**config.mk**
```make
export PLATFORM = sky130hd
export DESIGN_NAME = sprite_line_scheduler_flat
export DESIGN_NICKNAME = d
export VERILOG_FILES = /design/src/rtl/sprite_line_scheduler_if.sv /design/src/rtl/sprite_line_scheduler.sv /design/src/flat_wrapper.sv
export SDC_FILE = /design/constraint.sdc
export NUM_CORES = 1
export LEC_CHECK = 0
export CORE_UTILIZATION = 35
export CTS_CLUSTER_DIAMETER = 80
export DETAILED_ROUTE_END_ITERATION = 8
export PLACE_DENSITY_LB_ADDON = 0.15
export SLEW_MARGIN = 20
export SYNTH_ARGS = -nofsm -noshare
export SYNTH_HDL_FRONTEND = slang
export SYNTH_SLANG_ARGS = --single-unit
```
**constraint.sdc**
```tcl
create_clock -name clk_pixel -period 17.4 [get_ports clk_pixel]
set_input_delay 3.48 -clock clk_pixel [delete_from_list [all_inputs] [get_ports clk_pixel]]
set_output_delay 3.48 -clock clk_pixel [all_outputs]
set_load 0.01 [all_outputs]
```
**src/rtl/sprite_line_scheduler_if.sv**
```systemverilog
// sprite_line_scheduler_if
//   Bus between the sprite line scheduler and the rest of the sprite pipeline:
//   the descriptor bank read port and the per-pixel sprite selection outputs.
//   master : scheduler side (drives desc_addr and the sprite_* / line_base outputs)
//   slave  : descriptor bank / pixel pipeline side
//   desc_addr    descriptor read address
//   desc_data    descriptor read data, valid one cycle after desc_addr
//   sprite_on    a scheduled sprite covers the previous cycle's pixel_x
//   sprite_datas descriptor of the winning sprite
//   sprite_index bank index of the winning sprite
//   line_base    sprite memory base address of the current row
interface sprite_line_scheduler_if #(
    parameter int IDX_W  = 5,
    parameter int ADDR_W = 17
);
    logic [IDX_W-1:0]  desc_addr;
    logic [31:0]       desc_data;
    logic              sprite_on;
    logic [31:0]       sprite_datas;
    logic [IDX_W-1:0]  sprite_index;
    logic [ADDR_W-1:0] line_base;

    modport master (
        output desc_addr,
        input  desc_data,
        output sprite_on, sprite_datas, sprite_index, line_base
    );

    modport slave (
        input  desc_addr,
        output desc_data,
        input  sprite_on, sprite_datas, sprite_index, line_base
    );
endinterface

```
**src/rtl/sprite_line_scheduler.sv**
```systemverilog
// sprite_line_scheduler
//   Scans the descriptor bank once per line (started by line_start) and keeps
//   up to MAX_PER_LINE sprites that intersect the next line in a back buffer.
//   line_start swaps the back buffer to the front; during display the lowest
//   front slot covering pixel_x drives the registered sprite outputs.
// Ports:
//   clk_pixel, reset   clock, synchronous active-high reset
//   pixel_x, pixel_y   current raster position
//   line_start         one-cycle pulse at the start of horizontal blanking
//   bus                descriptor read port and sprite outputs (master side)
//   scan_busy          scan in progress
//   line_overflow      more than MAX_PER_LINE hits on the displayed line
//   scan_overrun       pulse: line_start arrived while a scan was running
module sprite_line_scheduler #(
    parameter int N_SPRITES    = 32,
    parameter int MAX_PER_LINE = 4,
    parameter int SPRITE_W     = 20,
    parameter int SPRITE_H     = 20,
    parameter int V_LINES      = 480,
    parameter int size_x       = 10,
    parameter int size_y       = 9,
    parameter int size_address = 17
) (
    input  logic                clk_pixel,
    input  logic                reset,
    input  logic [size_x-1:0]   pixel_x,
    input  logic [size_y-1:0]   pixel_y,
    input  logic                line_start,
    sprite_line_scheduler_if.master bus,
    output logic                scan_busy,
    output logic                line_overflow,
    output logic                scan_overrun
);
    localparam int IDX_W  = $clog2(N_SPRITES);
    localparam int CNT_W  = $clog2(MAX_PER_LINE + 1);
    localparam int SLOT_W = $clog2(MAX_PER_LINE);
    localparam int XW     = size_x + 1;
    localparam int YW     = size_y + 1;

    typedef enum logic [1:0] {IDLE, SCAN, LAST} state_t;

    typedef struct packed {
        logic [IDX_W-1:0]  idx;
        logic [31:0]       desc;
        logic [size_y-1:0] row;
    } slot_t;

    state_t                  state;
    slot_t                   front [MAX_PER_LINE];
    slot_t                   back  [MAX_PER_LINE];
    logic [MAX_PER_LINE-1:0] front_vld;
    logic [CNT_W-1:0]        back_cnt;
    logic                    back_ovf;
    logic [size_y-1:0]       tl;

    // ---------------- scan evaluation ----------------
    // desc_data lags desc_addr by one cycle, so in SCAN the data belongs to
    // desc_addr-1 (nothing valid yet while desc_addr is still 0); LAST holds
    // desc_addr at the final index so its data is that index.
    logic [YW-1:0]     tl_w, y_w, y_end;
    logic              eval, scan_hit;
    logic [IDX_W-1:0]  eval_idx;
    logic [size_y-1:0] tl_next;

    assign tl_w     = {1'b0, tl};
    assign y_w      = {1'b0, bus.desc_data[17:9]};
    assign y_end    = y_w + YW'(SPRITE_H - 1);
    assign scan_hit = bus.desc_data[29] && (tl_w >= y_w) && (tl_w <= y_end);
    assign eval     = ((state == SCAN) && (bus.desc_addr != '0)) || (state == LAST);
    assign eval_idx = (state == LAST) ? bus.desc_addr : bus.desc_addr - 1'b1;
    assign tl_next  = (pixel_y == size_y'(V_LINES - 1)) ? '0 : pixel_y + 1'b1;

    // ---------------- display arbitration ----------------
    logic [MAX_PER_LINE-1:0] x_hit;
    logic [XW-1:0]           px_w;
    logic                    disp_hit;
    logic [SLOT_W-1:0]       disp_sel;
    slot_t                   win;

    assign px_w = {1'b0, pixel_x};

    for (genvar g = 0; g < MAX_PER_LINE; g++) begin : g_xcmp
        logic [XW-1:0] xs;
        assign xs       = XW'(front[g].desc[26:18]);
        assign x_hit[g] = front_vld[g] && (px_w >= xs) && (px_w <= xs + XW'(SPRITE_W - 1));
    end

    // Descending walk so the lowest matching slot is the last assignment.
    always_comb begin
        disp_hit = 1'b0;
        disp_sel = '0;
        for (int i = MAX_PER_LINE - 1; i >= 0; i--) begin
            if (x_hit[i]) begin
                disp_hit = 1'b1;
                disp_sel = SLOT_W'(i);
            end
        end
    end

    assign win = front[disp_sel];

    // ---------------- state ----------------
    always_ff @(posedge clk_pixel) begin
        if (reset) begin
            state             <= IDLE;
            bus.desc_addr     <= '0;
            front_vld         <= '0;
            back_cnt          <= '0;
            back_ovf          <= 1'b0;
            tl                <= '0;
            scan_busy         <= 1'b0;
            line_overflow     <= 1'b0;
            scan_overrun      <= 1'b0;
            bus.sprite_on     <= 1'b0;
            bus.sprite_datas  <= '0;
            bus.sprite_index  <= '0;
            bus.line_base     <= '0;
        end else begin
            scan_overrun <= 1'b0;

            if (line_start) begin
                // Swap: a partial back buffer (overrun) goes in as-is.
                for (int i = 0; i < MAX_PER_LINE; i++) begin
                    front[i]     <= back[i];
                    front_vld[i] <= (CNT_W'(i) < back_cnt);
                end
                line_overflow <= back_ovf;
                back_cnt      <= '0;
                back_ovf      <= 1'b0;
                tl            <= tl_next;
                bus.desc_addr <= '0;
                state         <= SCAN;
                scan_busy     <= 1'b1;
                scan_overrun  <= (state != IDLE);
            end else begin
                if (eval && scan_hit) begin
                    if (back_cnt < CNT_W'(MAX_PER_LINE)) begin
                        back[back_cnt[SLOT_W-1:0]] <= '{idx:  eval_idx,
                                                        desc: bus.desc_data,
                                                        row:  tl - bus.desc_data[17:9]};
                        back_cnt <= back_cnt + 1'b1;
                    end else begin
                        back_ovf <= 1'b1;
                    end
                end

                case (state)
                    SCAN: begin
                        if (bus.desc_addr == IDX_W'(N_SPRITES - 1)) state <= LAST;
                        else bus.desc_addr <= bus.desc_addr + 1'b1;
                    end
                    LAST: begin
                        state     <= IDLE;
                        scan_busy <= 1'b0;
                    end
                    default: ;
                endcase
            end

            // Display outputs hold their last winner when nothing covers pixel_x.
            bus.sprite_on <= disp_hit;
            if (disp_hit) begin
                bus.sprite_datas <= win.desc;
                bus.sprite_index <= win.idx;
                bus.line_base    <= size_address'(win.desc[8:0])
                                  + size_address'(win.row) * size_address'(SPRITE_W);
            end
        end
    end
endmodule
```
**src/flat_wrapper.sv**
```systemverilog
// flat-port wrapper written by rule: the top's interface ports become plain ports
module sprite_line_scheduler_flat 
#(
    parameter int N_SPRITES    = 32,
    parameter int MAX_PER_LINE = 4,
    parameter int SPRITE_W     = 20,
    parameter int SPRITE_H     = 20,
    parameter int V_LINES      = 480,
    parameter int size_x       = 10,
    parameter int size_y       = 9,
    parameter int size_address = 17
)
  (clk_pixel, reset, pixel_x, pixel_y, line_start, scan_busy, line_overflow, scan_overrun, bus_desc_addr, bus_desc_data, bus_sprite_on, bus_sprite_datas, bus_sprite_index, bus_line_base);
  sprite_line_scheduler_if bus_i ();
  input  logic clk_pixel;
  input  logic reset;
  input  logic [size_x-1:0] pixel_x;
  input  logic [size_y-1:0] pixel_y;
  input  logic line_start;
  output logic scan_busy;
  output logic line_overflow;
  output logic scan_overrun;
  output wire logic [$bits(bus_i.desc_addr)-1:0] bus_desc_addr;
  input wire logic [$bits(bus_i.desc_data)-1:0] bus_desc_data;
  output wire logic [$bits(bus_i.sprite_on)-1:0] bus_sprite_on;
  output wire logic [$bits(bus_i.sprite_datas)-1:0] bus_sprite_datas;
  output wire logic [$bits(bus_i.sprite_index)-1:0] bus_sprite_index;
  output wire logic [$bits(bus_i.line_base)-1:0] bus_line_base;
  assign bus_desc_addr = bus_i.desc_addr;
  assign bus_i.desc_data = bus_desc_data;
  assign bus_sprite_on = bus_i.sprite_on;
  assign bus_sprite_datas = bus_i.sprite_datas;
  assign bus_sprite_index = bus_i.sprite_index;
  assign bus_line_base = bus_i.line_base;
  sprite_line_scheduler #(.N_SPRITES(N_SPRITES), .MAX_PER_LINE(MAX_PER_LINE), .SPRITE_W(SPRITE_W), .SPRITE_H(SPRITE_H), .V_LINES(V_LINES), .size_x(size_x), .size_y(size_y), .size_address(size_address)) u_core (.clk_pixel(clk_pixel), .reset(reset), .pixel_x(pixel_x), .pixel_y(pixel_y), .line_start(line_start), .bus(bus_i), .scan_busy(scan_busy), .line_overflow(line_overflow), .scan_overrun(scan_overrun));
endmodule
```
==> flow_summary.ini, run 1 <==
[finish]
nets = 1650
n_antenna_cell = 0
layout-drive-gt1-share = 0.0758
n_fill_cell = 4965
multi_input_area_sq_um = 6310
regArea_sq_um = 12600
area_growth_pct = 17.8
final_util = 0.420

[die]
die_y_um = 237
initial_core_util = 0.357
dieArea_sq_um = 56200
ioPinCount = 117
fp-row-count = 85
fp.dieW_um = 237
core_area_sq_um = 54200

[grt]
grt_use_total = 0.158
grt_start_max_net_pins = 187
antenna_found_initial = 1
grt_pass1_wl_um = 66900
grt_remaining_overflow = 0
first_global_vias = 11000

[routing]
postRouteAntennaNets = 0
drc = 0
vias = 10900
wire_per_inst_um = 19.9
wl_um = 43700
vias_per_cell = 4.96
drt_iter0_drc = 567
first_pass_iters = 5

[sta]
fin_crit_sh = 0.579
setup_tns_ns = 0
tightest_slew_ns = 1.22
hold_violations = 0
finalSetupViolCount = 0
slew_violations = 0
skew_ns = 0.0264
max-slew-margin-rel = 0.190
fmax_mhz = 99.3
setup_slack_ns = 7.33
layout_min_cycle_time_ns = 10.07
rsz0062_at_grt = false

[clock_network]
clk_latency_ns = 0.60
clockRootBuffer = clkbuf_16
cts_tree = done
cts_sinks = 446
cts_resized = 0
cts_inserted_buffers = 49
clk_pin_slew_worst_paths_ns = 0.06
cts_setup_buffers = 0
cts.path.max_buffers = 3
postCtsHoldBufs = 0
cts-htree-levels = 2

[logic_synthesis]
synth-compound-area-share = 0.0808
netlist_area_sq_um = 19300
synthAdderAreaFrac = 0.0877
synth_warnings = 0
synth_enable_flop_cells = 368
synthXorXnorAreaFrac = 0.0294
synth_top_family_by_area = adder cells
synth_seq_cells = 446
synth-simple-area-share = 0.0594
synthCells = 1325
ys_seq_area_frac = 0.652
synth_cell_types = 69
synth.avg_cell_area_sq_um = 14.6
async_reset_ff_frac = 0
synthMuxAreaShare = 0.0662
ys.flop_type = edfxtp_1

[pwr]
power.leakage_nw = 8.89
vdd.ir_drop.worst_mv = 0.0752
report.power.total_w = 0.00243
p_per_area_nw_per_um2 = 106

[worst_hold_path]
hold_class = flop to flop

[job]
maxCapViolCount = 0

[outcome]
status = finished, final reports clean

[critical_path]
start_kind = primary input
crit_path_end_kind = flop
cp_data_required_time_ns = 17.89
cp.arrival_ns = 10.56
worstPathMaxFanout = 46
critPathKind = primary input to flop

[placed_design]
pre_cts_ws_ns = 6.52
place_congestion = 0.815
io_buffers = 114
dpl.hpwl_um = 28300
## where the power goes
| part | leakage, nW | internal, W | switching [W] |
|---|---|---|---|
| Clock | 0.756 | 0.000559 | 0.000431 |
| Sequential | 4.01 | 0.00118 | 0.0000142 |
| Combinational | 4.12 | 0.000106 | 0.000135 |
| Total | 8.89 | 0.00185 | 0.000580 |
## logic make-up after synthesis
kind of cell	count (synthesis)
xor+xnor	65
fa+ha+maj	134
compound gates	224
buf+inv	101
mux	127
other cells	1
flops	446
simple gates	227
## Yosys cell counts (all sizes together) (4+ instances only)
library cell | count | share of area
a211oi | 22 | 0.0088
mux2 | 8 | 0.0047
a21boi | 4 | 0.0016
dfxtp | 78 | 0.081
a21oi | 45 | 0.012
inv | 63 | 0.012
and3 | 9 | 0.0029
nand3b | 6 | 0.0023
ha | 130 | 0.084
nand2 | 45 | 0.0087
edfxtp | 368 | 0.57
o21bai | 4 | 0.0016
xor2 | 17 | 0.0077
nand3 | 24 | 0.0062
a21o | 10 | 0.0039
a31oi | 5 | 0.0016
buf | 27 | 0.010
nor2 | 67 | 0.013
or3 | 5 | 0.0016
o21a | 9 | 0.0035
a22o | 37 | 0.017
nor2b | 9 | 0.0029
nand4 | 15 | 0.0049
o21ai | 55 | 0.014
mux2i | 119 | 0.062
xnor2 | 48 | 0.022
clkbuf | 11 | 0.0021
nor3 | 18 | 0.0049
nand2b | 10 | 0.0032
## per-stage QoR
step | instance area [sq um] | hold WS [ns] | instances
after floorplan | 19400 | 0.400 | 1326
after global placement | 21300 | 0.400 | 2108
after detailed placement | 21300 | 0.405 | 2108
after CTS | 22800 | 0.410 | 2199
after global routing | 22800 | 0.414 | 2199
final | 22800 | 0.402 | 2199
## layout by cell type (no fill, tap or decap), drive strengths merged, types with 5 or more instances in the layout
| cell | count |
|---|---|
| or3 | 5 |
| edfxtp | 368 |
| nor2 | 67 |
| a22o | 37 |
| inv | 68 |
| clkdlybuf4s50 | 114 |
| and3 | 9 |
| xnor2 | 48 |
| o21a | 9 |
| nand4 | 15 |
| a31oi | 5 |
| nand2 | 45 |
| ha | 130 |
| a21oi | 45 |
| clkinv | 23 |
| nand3b | 6 |
| o21ai | 55 |
| xor2 | 17 |
| buf | 10 |
| nor2b | 9 |
| a21o | 10 |
| nand3 | 24 |
| dfxtp | 78 |
| nand2b | 10 |
| mux2i | 119 |
| nor3 | 18 |
| mux2 | 8 |
| clkbuf | 57 |
| a211oi | 22 |
## path summary, 6_finish.rpt
path / start / endpoint / slack [ns] / depth (start not counted)
worst max-delay path: pixel_x[9] / u_core.bus.line_base[12]$_SDFFE_PP0P_ / 7.33 / 25
worst min-delay path: u_core.back[0][7]$_DFFE_PP_ / u_core.front[0][7]$_DFFE_PP_ / 0.40 / 0
worst max register to register: u_core.front[2][28]$_DFFE_PP_ / u_core.bus.line_base[12]$_SDFFE_PP0P_ / 9.43 / 30
worst min register to register: u_core.back[0][7]$_DFFE_PP_ / u_core.front[0][7]$_DFFE_PP_ / 0.40 / 0
## state kept, by name, summed over array words and instances, names as in the netlist
name                     count
u_core.bus.sprite_datas     32
u_core.tl                    9
u_core.scan_overrun          1
u_core.front_vld             4
u_core.back_cnt              3
u_core.bus.sprite_index      5
u_core.line_overflow         1
u_core.state                 2
u_core.back                184
u_core.bus.desc_addr         5
u_core.bus.line_base        13
u_core.back_ovf              1
u_core.bus.sprite_on         1
u_core.front               184
u_core.scan_busy             1
## layout make-up
class | instances | area share
clock buffers | 57 | 0.0555
clock inverters | 34 | 0.0121
inverters | 63 | 0.0104
multi-input cells | 779 | 0.277
flip-flops and latches | 446 | 0.553
well taps | 696 | 0.0382
repair buffers | 124 | 0.0539
## metal layers
metal  wire length (um)  share of wire  global-route usage  up-vias
met2              19500           0.45               0.248      177
li1                   -              -                   -     5312
met5                  0              0                   0        -
met4                889          0.020              0.0465        0
met3               1610          0.037              0.0265       56
met1              21600           0.50               0.225     5368
## worst max-delay path: stages
cell,delay [ns]
clkdlybuf4s50_1,0.81
ha_1,0.36
a211oi_1,0.22
nand2_1,0.09
o311ai_2,0.46
a211oi_1,0.19
o21ai_4,0.41
buf_4,0.76
mux2_2,0.41
nor2_1,0.08
a21oi_1,0.10
ha_1,0.37
ha_1,0.18
inv_1,0.06
fa_1,0.47
inv_1,0.04
ha_1,0.34
nand2_1,0.06
o21ai_0,0.28
nor4_1,0.08
nor4bb_1,0.42
nand3_1,0.15
xor2_1,0.18
and4_1,0.22
a211o_1,0.25
Note: power is estimated with default switching activity, not from simulation.
==> run 2: changes to the inputs <==
clock period = 9.35 ns   (was 17.4 ns; I/O delays follow)
==> flow_summary.ini, run 2 (synthesis results as in run 1) <==
[outcome]
status = finished, final reports clean

[critical_path]
worstPathMaxFanout = 25
crit_path_start = pixel_x[9]
critPathKind = primary input to flop
timing.rr.start = u_core.front[3][27]$_DFFE_PP_
start_kind = primary input
cp.arrival_ns = 8.25
cp_data_required_time_ns = 9.81
crit_path_end_kind = flop

[sta]
rsz0062_at_grt = false
layout_min_cycle_time_ns = 7.79
skew_ns = 0.0251
setup_tns_ns = 0
setup_slack_ns = 1.56
tightest_slew_ns = 1.06
fmax_mhz = 128
max-slew-margin-rel = 0.295
finalSetupViolCount = 0
slew_violations = 0
hold_violations = 0
fin_crit_sh = 0.833

[placed_design]
place_congestion = 0.816
dpl.hpwl_um = 28200
pre_cts_ws_ns = 0.950
io_buffers = 114
dp_cells = 2115

[pwr]
vdd.ir_drop.worst_mv = 0.136
report.power.total_w = 0.00461
p_per_area_nw_per_um2 = 201
power.leakage_nw = 8.95

[clock_network]
clk_latency_ns = 0.59
postCtsHoldBufs = 0
cts_tree = done
cts_resized = 0
cts-htree-levels = 2
cts_setup_buffers = 0
cts_sinks = 446
clockRootBuffer = clkbuf_16
clk_pin_slew_worst_paths_ns = 0.06
cts.path.max_buffers = 3
cts_inserted_buffers = 47

[routing]
postRouteAntennaNets = 0
wl_um = 42200
drc = 0
wire_per_inst_um = 19.2
vias = 10900
vias_per_cell = 4.93
drt_iter0_drc = 537
first_pass_iters = 4

[grt]
grt_start_max_net_pins = 188
first_global_vias = 11200
antenna_found_initial = 1
grt_use_total = 0.152
grt_pass1_wl_um = 64800
grt_remaining_overflow = 0

[die]
fp-row-count = 85
dieArea_sq_um = 56200
core_area_sq_um = 54200
ioPinCount = 117
initial_core_util = 0.357
fp.dieW_um = 237
die_y_um = 237

[finish]
nets = 1655
final_util = 0.423
layout-drive-gt1-share = 0.0783
n_antenna_cell = 0
stdcell_count = 2203
area_growth_pct = 18.5
final_common_cell = edfxtp_1
final_cell_mix = edfxtp_1, ha_1, mux2i_1

[worst_hold_path]
hp-start = u_core.back[2][39]$_DFFE_PP_
hold_class = flop to flop

[job]
maxCapViolCount = 0
## run 2: cell types whose count changed in the layout (fill, tap and decap cells not counted), sizes merged
cell      previous run  this run
clkinv              23        18
buf                 10        17
clkbuf              57        59
bufinv               2         8
inv                 68        64
clkinvlp             4         2
## run 2: worst max-delay path: stages
cell and delay (ns):
clkdlybuf4s50_1 0.76, ha_1 0.36, a211oi_1 0.24, nand2_1 0.08, o311a_1 0.40, o2bb2ai_1 0.50, nand3_4 0.53, nor2_1 0.23
a21oi_1 0.11, ha_1 0.34, ha_1 0.19, inv_1 0.06, fa_1 0.47, inv_1 0.04, ha_1 0.34, nand2_1 0.06
o21ai_0 0.30, nor4_1 0.09, nor4bb_1 0.42, nand3_1 0.15, xor2_1 0.19, and4_1 0.22, a211o_1 0.26
## run 2: power breakdown
part	total (W)	switching [W]	internal, W
clock network	0.00194	0.000769	0.00117
registers	0.00222	0.0000264	0.00220
logic	0.000449	0.000250	0.000199
total	0.00461	0.00105	0.00356
## run 2: routing by layer
| metal | part of all wire | track usage |
|---|---|---|
| met4 | 0.021 | 0.0452 |
| met3 | 0.036 | 0.0263 |
| met2 | 0.46 | 0.247 |
| met5 | 0.00021 | 0 |
| met1 | 0.48 | 0.207 |
## run 2: final cells by class
cell class / instances / area [sq um]
clock buffers: 59 / 1240
flip-flops and latches: 446 / 12600
clock inverters: 29 / 382
fillers: 4952 / 31300
well taps: 696 / 871
inverters: 63 / 236
multi-input cells: 779 / 6310
repair buffers: 131 / 1280
## run 2: path summary, 6_finish.rpt
path / end / slack, ns / depth (start not counted)
setup / recovery: u_core.bus.line_base[12]$_SDFFE_PP0P_ / 1.56 / 23
hold / removal: u_core.front[2][39]$_DFFE_PP_ / 0.41 / 0
setup reg to reg: u_core.bus.line_base[12]$_SDFFE_PP0P_ / 2.18 / 28
hold reg to reg: u_core.front[2][39]$_DFFE_PP_ / 0.41 / 0
## run 2: stage by stage
step	instance area, sq um	hold WS (ns)
3_3_place_gp	21300	0.400
5_1_grt	22900	0.417
2_1_floorplan	19400	0.400
4_1_cts	22900	0.413
6_report	22900	0.413
3_5_place_dp	21300	0.405
==> run 3: changes to the inputs <==
clock period = 6.7 ns   (was 9.35 ns; I/O delays follow)
==> flow_summary.ini, run 3 (synthesis results as in run 1) <==
[outcome]
status = finished, final reports clean

[critical_path]
r2r_slack_ns = 0.38
cp.arrival_ns = 6.88
cp_data_required_time_ns = 7.17
start_kind = primary input
crit_path_end_kind = flop
crit_top_cell = ha_1
worstPathMaxFanout = 5
cp_slowest_cell = clkdlybuf4s50_1
worst_path_largest_cell_delay_ns = 0.51
critPathKind = primary input to flop

[grt]
grt_pass1_wl_um = 66800
first_global_vias = 11500
grt_start_max_net_pins = 127
antenna_found_initial = 0
grt_use_total = 0.157
grt_remaining_overflow = 0

[routing]
wl_um = 43600
vias = 11300
drt_iter0_drc = 650
vias_per_cell = 4.89
postRouteAntennaNets = 0
wire_per_inst_um = 18.9
drc = 0
first_pass_iters = 4

[die]
fp-row-count = 85
fp.dieW_um = 237
dieArea_sq_um = 56200
die_y_um = 237
initial_core_util = 0.357
core_area_sq_um = 54200
ioPinCount = 117

[clock_network]
postCtsHoldBufs = 0
cts.path.max_buffers = 3
cts_sinks = 446
cts_tree = done
cts-htree-levels = 2
clk_pin_slew_worst_paths_ns = 0.06
clockRootBuffer = clkbuf_16
clk_latency_ns = 0.59
cts_inserted_buffers = 48

[worst_hold_path]
hold_class = flop to flop

[finish]
design_area_sq_um = 23900
nets = 1755
area_growth_pct = 23.6
regArea_sq_um = 12600
final_cell_mix = edfxtp_1, ha_1, mux2i_1
multi_input_area_sq_um = 6430
final_common_cell = edfxtp_1
n_fill_cell = 4865
layout-drive-gt1-share = 0.150
n_antenna_cell = 0
final_util = 0.441

[sta]
layout_min_cycle_time_ns = 6.40
max-slew-margin-rel = 0.393
finalSetupViolCount = 0
fmax_mhz = 156
slew_violations = 0
tightest_slew_ns = 0.907
skew_ns = 0.0213
fin_crit_sh = 0.955
hold_violations = 0

[pwr]
p_per_area_nw_per_um2 = 274
power.leakage_nw = 9.51
vdd.ir_drop.worst_mv = 0.209

[placed_design]
dpl.hpwl_um = 30400
placed_cell_area_sq_um = 22100
place_congestion = 0.840
io_buffers = 114

[job]
maxCapViolCount = 0
-- run 3: cell types whose count changed in the layout (fill, tap and decap cells not counted), moves of 3 or more --
cell             delta
buf_4              +92
clkinv_1            -5
nor3_1              -5
nor3_2              +5
o21ai_0             -5
o21ai_1             +5
a211oi_1            -4
buf_12              +4
a211oi_2            +3
buf_6               +3
clkbuf_16           +3
clkbuf_8            +3
clkdlybuf4s50_1     -3
dlymetal6s2s_1      +3
-- run 3: path summary, 6_finish.rpt --
| path | from | end | cells after the start |
|---|---|---|---|
| worst max register to register | u_core.front[2][28]$_DFFE_PP_ | u_core.bus.line_base[12]$_SDFFE_PP0P_ | 30 |
| worst min register to register | u_core.back[1][6]$_DFFE_PP_ | u_core.front[1][6]$_DFFE_PP_ | 0 |
| worst max-delay path | pixel_x[2] | u_core.bus.line_base[12]$_SDFFE_PP0P_ | 26 |
| worst min-delay path | u_core.back[1][6]$_DFFE_PP_ | u_core.front[1][6]$_DFFE_PP_ | 0 |
-- run 3: layer usage --
| layer | track usage | part of all wire | vias up |
|---|---|---|---|
| met5 | 0 | 0 | - |
| met3 | 0.0220 | 0.032 | 59 |
| met4 | 0.0487 | 0.021 | 0 |
| met1 | 0.215 | 0.48 | 5525 |
| met2 | 0.258 | 0.47 | 154 |
| li1 | - | - | 5531 |
-- run 3: repair_timing --
item                       in CTS  in global routing
setup endpoints to repair       1                  5
gates resized for setup         1                 30
setup buffers                   1                  5
pin swaps                       1                  6
-- run 3: where the power goes --
group	switching, W	internal (W)
registers	0.0000374	0.00307
clock network	0.00107	0.00166
logic	0.000370	0.000347
-- run 3: area by class of cell --
class | instances | share of cell area
Clock inverter | 25 | 0.0128
Sequential cell | 446 | 0.528
Multi-Input combinational cell | 779 | 0.269
Clock buffer | 65 | 0.0568
Inverter | 63 | 0.00989
Tap cell | 696 | 0.0364
Timing Repair Buffer | 230 | 0.0876
-- run 3: stage by stage --
| stage | power [W] | setup TNS, ns | hold WS (ns) | setup WS, ns | std cells |
|---|---|---|---|---|---|
| after global routing | 0.00683 | -0.0389 | 0.420 | -0.0298 | 2304 |
| after CTS | 0.00663 | 0 | 0.410 | 0.0257 | 2299 |
| after floorplan | 0.00356 | 0 | 0.400 | 0.273 | 1326 |
| after global placement | 0.00385 | -1.83 | 0.400 | -0.581 | 2208 |
| final | 0.00655 | 0 | 0.407 | 0.298 | 2304 |
| after detailed placement | 0.00386 | -2.24 | 0.405 | -0.625 | 2208 |
-- run 3: worst max-delay path, delay by kind of cell --
kind	cells	cell delay (ns)
xor+xnor	1	0.17
buf+inv	5	1.16
fa+ha+maj	4	1.23
mux	1	0.33
simple gates	5	0.74
compound gates	10	1.87
